--- src/rtl/mcpu_alu_sequencer.sv ---
// Multi-cycle execute controller for the MCPU: accepts an instruction, drives the
// combinational ALU for SETTLE_CYCLES, then writes the result back to a 4x16 register file.
module mcpu_alu_sequencer #(
    parameter int WORD_SIZE     = 16,
    parameter int CMD_SIZE      = 3,
    parameter int SETTLE_CYCLES = 1
) (
    input  logic                 clk,
    input  logic                 reset,
    input  logic [15:0]          instr,
    input  logic                 instr_valid,
    output logic                 instr_ready,
    output logic [CMD_SIZE-1:0]  alu_cmd,
    output logic [WORD_SIZE-1:0] alu_in1,
    output logic [WORD_SIZE-1:0] alu_in2,
    input  logic [WORD_SIZE-1:0] alu_out,
    input  logic                 alu_cf,
    output logic                 done,
    output logic                 cf,
    input  logic [1:0]           dbg_sel,
    output logic [WORD_SIZE-1:0] dbg_data
);
    // Handshake: an instruction transfers on a rising edge where instr_valid && instr_ready;
    // instr_ready is high only in S_IDLE and instr must be stable while instr_valid is high.

    typedef enum logic [1:0] {S_IDLE, S_ISSUE, S_WAIT, S_WB} state_t;

    state_t               state;
    state_t               state_next;
    logic [15:0]          ir;
    logic [3:0]           settle_cnt;
    logic [WORD_SIZE-1:0] rf [4];

    logic [2:0]           op;
    logic [1:0]           rd;
    logic [1:0]           rs1;
    logic [1:0]           rs2;
    logic                 is_ldi;
    logic [WORD_SIZE-1:0] imm;

    assign op     = ir[15:13];
    assign rd     = ir[12:11];
    assign rs1    = ir[10:9];
    assign rs2    = ir[8:7];
    assign is_ldi = (op == 3'd7);
    assign imm    = {{(WORD_SIZE-11){1'b0}}, ir[10:0]};

    always_ff @(posedge clk) begin
        if (reset) begin
            state <= S_IDLE;
        end else begin
            state <= state_next;
        end
    end

    always_comb begin
        state_next = state;
        case (state)
            S_IDLE: begin
                if (instr_valid) begin
                    state_next = (instr[15:13] == 3'd7) ? S_WB : S_ISSUE;
                end
            end
            S_ISSUE: state_next = S_WAIT;
            S_WAIT:  if (settle_cnt == 4'd0) state_next = S_WB;
            S_WB:    state_next = S_IDLE;
            default: state_next = S_IDLE;
        endcase
    end

    always_comb begin
        instr_ready = (state == S_IDLE);
        done        = (state == S_WB);
    end

    // Datapath: operands are captured once in S_ISSUE and held until the next ALU issue.
    always_ff @(posedge clk) begin
        if (reset) begin
            ir         <= '0;
            settle_cnt <= '0;
            alu_cmd    <= '0;
            alu_in1    <= '0;
            alu_in2    <= '0;
            cf         <= 1'b0;
            for (int i = 0; i < 4; i++) begin
                rf[i] <= '0;
            end
        end else begin
            case (state)
                S_IDLE: begin
                    if (instr_valid) begin
                        ir <= instr;
                    end
                end
                S_ISSUE: begin
                    alu_cmd    <= CMD_SIZE'(op);
                    alu_in1    <= rf[rs1];
                    alu_in2    <= rf[rs2];
                    settle_cnt <= 4'(SETTLE_CYCLES - 1);
                end
                S_WAIT: begin
                    if (settle_cnt != 4'd0) begin
                        settle_cnt <= settle_cnt - 4'd1;
                    end
                end
                S_WB: begin
                    rf[rd] <= is_ldi ? imm : alu_out;
                    if (op == 3'd3 || op == 3'd6) begin
                        cf <= alu_cf;
                    end
                end
                default: ;
            endcase
        end
    end

    assign dbg_data = rf[dbg_sel];

endmodule

--- config.mk ---
export PLATFORM = sky130hd
export DESIGN_NAME = mcpu_alu_sequencer
export DESIGN_NICKNAME = d
export VERILOG_FILES = /design/src/rtl/mcpu_alu_sequencer.sv
export SDC_FILE = /design/constraint.sdc
export NUM_CORES = 1
export LEC_CHECK = 0
export ABC_AREA = 1
export ABC_CLOCK_PERIOD_IN_PS = 2000
export CAP_MARGIN = 20
export CORE_MARGIN = 3
export CORE_UTILIZATION = 50
export CTS_BUF_LIST = sky130_fd_sc_hd__clkbuf_16
export CTS_CLUSTER_SIZE = 8
export DETAILED_ROUTE_END_ITERATION = 8
export PLACE_DENSITY = 0.73
export SLEW_MARGIN = 20
export SYNTH_ARGS = -nofsm -noshare
export SYNTH_HDL_FRONTEND = slang
export SYNTH_SLANG_ARGS = --single-unit
--- constraint.sdc ---
create_clock -name clk -period 2 [get_ports clk]
set_clock_uncertainty 0.2 [all_clocks]
set_input_delay 0.4 -clock clk [delete_from_list [all_inputs] [get_ports clk]]
set_output_delay 0.4 -clock clk [all_outputs]
set_load 0.03 [all_outputs]
==> out/results.ini <==
[grt]
grt_pass1_vias = 5503
gr-usage-met3 = 0.0475
top_usage_layer = met2
use_met2 = 0.402
grt_start_max_net_pins = 66
grt_overflow = 0
grtUsageTotal = 0.251
grt_antenna_before_repair = 0
grt_use_met1 = 0.340
grt_first_pass_wirelength_um = 28000

[power_and_ir_drop]
ir_drop_mv = 0.752
clkPwrFrac = 0.305
p_switching_mw = 4.15
p_comb_frac = 0.378
power_density_nw_per_um2 = 1310
seqPwrFrac = 0.316
p_leak_nw = 3.70
p_int_mw = 6.98
swShare = 0.373

[logic_synthesis]
synth_fa_ha_area_frac = 0.0138
syn_avg_cell_area_um2 = 7.87
yosysSeqAreaShare = 0.484
synth_seq_cells = 122
syn-cell-area_um2 = 6360
synth_nets = 854
synth_top_family_by_area = simple AND/OR/NAND/NOR gates
synth_cells = 809
synth-simple-area-share = 0.224
synth_mux_area_frac = 0
synth-compound-area-share = 0.176
ys_types = 35
yosysWarningCount = 0
synth_xor_area_frac = 0

[critical_path]
arrival_ns = 1.35
crit_chain = inv_1, ha_1, buf_2
crit_type = flip-flop to primary output
crit_path_end_kind = primary output
start_kind = flip-flop
cp_slowest_stage_delay_ns = 0.34
critPathRequiredTime_ns = 1.40
slowest_stage = dfxtp_1
crit_path_max_fanout = 4

[route]
vias = 5875
dr.pass1.iters = 5
wl_per_cell_um = 16.3
postRouteAntennaNets = 0
avgViaCountPerCell = 5.40
drt-initial-drc-count = 417
drt-total-wl_um = 17700
drc_errors = 0

[timing]
setup_viol = 0
clock.fmax_mhz = 514
fin_setup_tns_ns = 0
slew_viol_final = 0
finalHoldViolCount = 0
fin_crit_sh = 0.974
rsz0062_at_grt = no
slew_headroom = 0.741
tightest_slew_ns = 0.387
period_needed_ns = 1.95

[final_layout]
fin_util = 0.695
drive_above_1_share = 0.187
area_growth_syn_to_layout_pct = 33.4
diodes = 0
finish.net_count = 951

[placed_design]
hpwl_um = 12100
gp_congestion = 0.892
port_buffers = 91

[clocking]
cts-root-buf = clkbuf_16
cts_sinks = 122
htreeDepth = 4
clk_latency_ns = 0.41
numCtsBuffers = 17
hold_buffers = 0
clock_path_buffers = 2
cts.clk_slew.worst_paths_ns = 0.05
cts_tree = built

[die]
fp.dieW_um = 119
die_h_um = 119
rows = 40
die_area_um2 = 14100
coreArea_um2 = 12200
initial_core_util = 0.521
top_level_ports = 92

[run_status]
status = complete, no violations

[flow_run]
cap_violations = 0

[min_path]
hold_class = flip-flop to flip-flop

## metal layers
| metal | vias to the layer above | wire length [µm] |
|---|---|---|
| met3 | 29 | 1410 |
| met1 | 2746 | 7780 |
| met4 | 0 | 327 |
| li1 | 2852 | - |
| met5 | - | 0 |
| met2 | 248 | 8150 |
## timing repair
action	in CTS	in global routing
resized for setup	80	31
cloned	4	1
pin swaps	2	9
setup endpoints to repair	54	17
buffers inserted	3	0
## power by group through the flow
stage / logic (mW) / clock network [mW] / registers, mW
final: 4.21 / 3.40 / 3.52
after global routing: 4.62 / 3.55 / 3.58
after floorplan: 2.34 / 0 / 4.07
after global placement: 4.19 / 0 / 3.54
after detailed placement: 4.29 / 0 / 3.57
after CTS: 4.16 / 3.42 / 3.51
## critical path: cells and delay by family, from the launching register on
family | cells | cell delay, ns
fa+ha+maj | 1 | 0.23
flops | 1 | 0.34
buf+inv | 2 | 0.36
## registers in the layout (all words and copies together), names as in the netlist
name	flops
rf	64
alu_in1	16
alu_in2	16
ir	16
settle_cnt	4
alu_cmd	3
state	2
cf	1
## path summary, 6_finish.rpt
check	slack (ns)	cells after the start	start	to
max	0.05	3	state[1]	instr_ready
min	0.26	1	settle_cnt[0]	settle_cnt[0]
min reg2reg	0.26	1	settle_cnt[0]	settle_cnt[0]
max reg2reg	0.22	7	state[1]	rf[2][11]
## layout make-up
| class | count | area (µm²) |
|---|---|---|
| clock buffer | 17 | 425 |
| clock inverter | 15 | 231 |
| inverter | 93 | 358 |
| timing repair buffer | 133 | 1380 |
| multi-input combinational | 539 | 2800 |
| tap | 168 | 210 |
| fill | 982 | 3720 |
| sequential | 122 | 3090 |
## synth_stat cells (all sizes together)
library cell / number / area (µm²)
nor2: 162 / 647
nand2: 116 / 484
a21oi: 95 / 475
inv: 92 / 350
o21ai: 74 / 378
edfxtp: 64 / 1920
dfxtp: 58 / 1160
buf: 38 / 229
nand3: 38 / 208
o211ai: 34 / 260
clkbuf: 17 / 63.8
or2: 8 / 55.1
ha: 7 / 87.6
nor3: 3 / 25.0
clkinv: 1 / 5.00
nand4: 1 / 6.26
o21bai: 1 / 7.51
## cells by family after synthesis
| logic type | after synthesis |
|---|---|
| AOI/OAI and AO/OA | 204 |
| adders and majority gates | 7 |
| buffers and inverters | 148 |
| DFF | 122 |
| and+or+nand+nor | 328 |
## placed cells by master (no fill, tap or decap), types with 2 or more instances in the layout
cell               n
buf_4             28
a21oi_4            5
bufinv_16          6
a21oi_1           65
o211ai_1          33
dfxtp_1           56
nor3_2             2
dfxtp_2            2
buf_2              2
clkdlybuf4s50_1   35
or2_2              5
clkinv_2           4
buf_6             18
a21oi_2           25
nor2_2             9
o21ai_1           12
nor2_1           152
edfxtp_1          64
or2_4              2
o21ai_0           60
ha_1               5
nand2_1          107
o21ai_2            2
clkinv_4           2
nand3_1           36
ha_2               2
nand2_4            4
bufbuf_16          2
inv_1             80
buf_12             8
inv_2             12
dlygate4sd2_1     36
clkbuf_16         18
nand2_2            4
## stage by stage
stage / cell area [µm²] / total power [mW] / setup slack (ns) / hold slack [ns] / instances
floorplan: 6430 / 6.40 / 0.0777 / 0.226 / 809
global placement: 7610 / 7.72 / -0.273 / 0.240 / 1049
detailed placement: 7610 / 7.86 / -0.313 / 0.251 / 1049
CTS: 8430 / 11.1 / -0.0104 / 0.265 / 1088
global route: 8490 / 11.8 / 0.000260 / 0.293 / 1087
finish: 8490 / 11.1 / 0.0528 / 0.262 / 1087
Power figures use the tool's default switching activity.
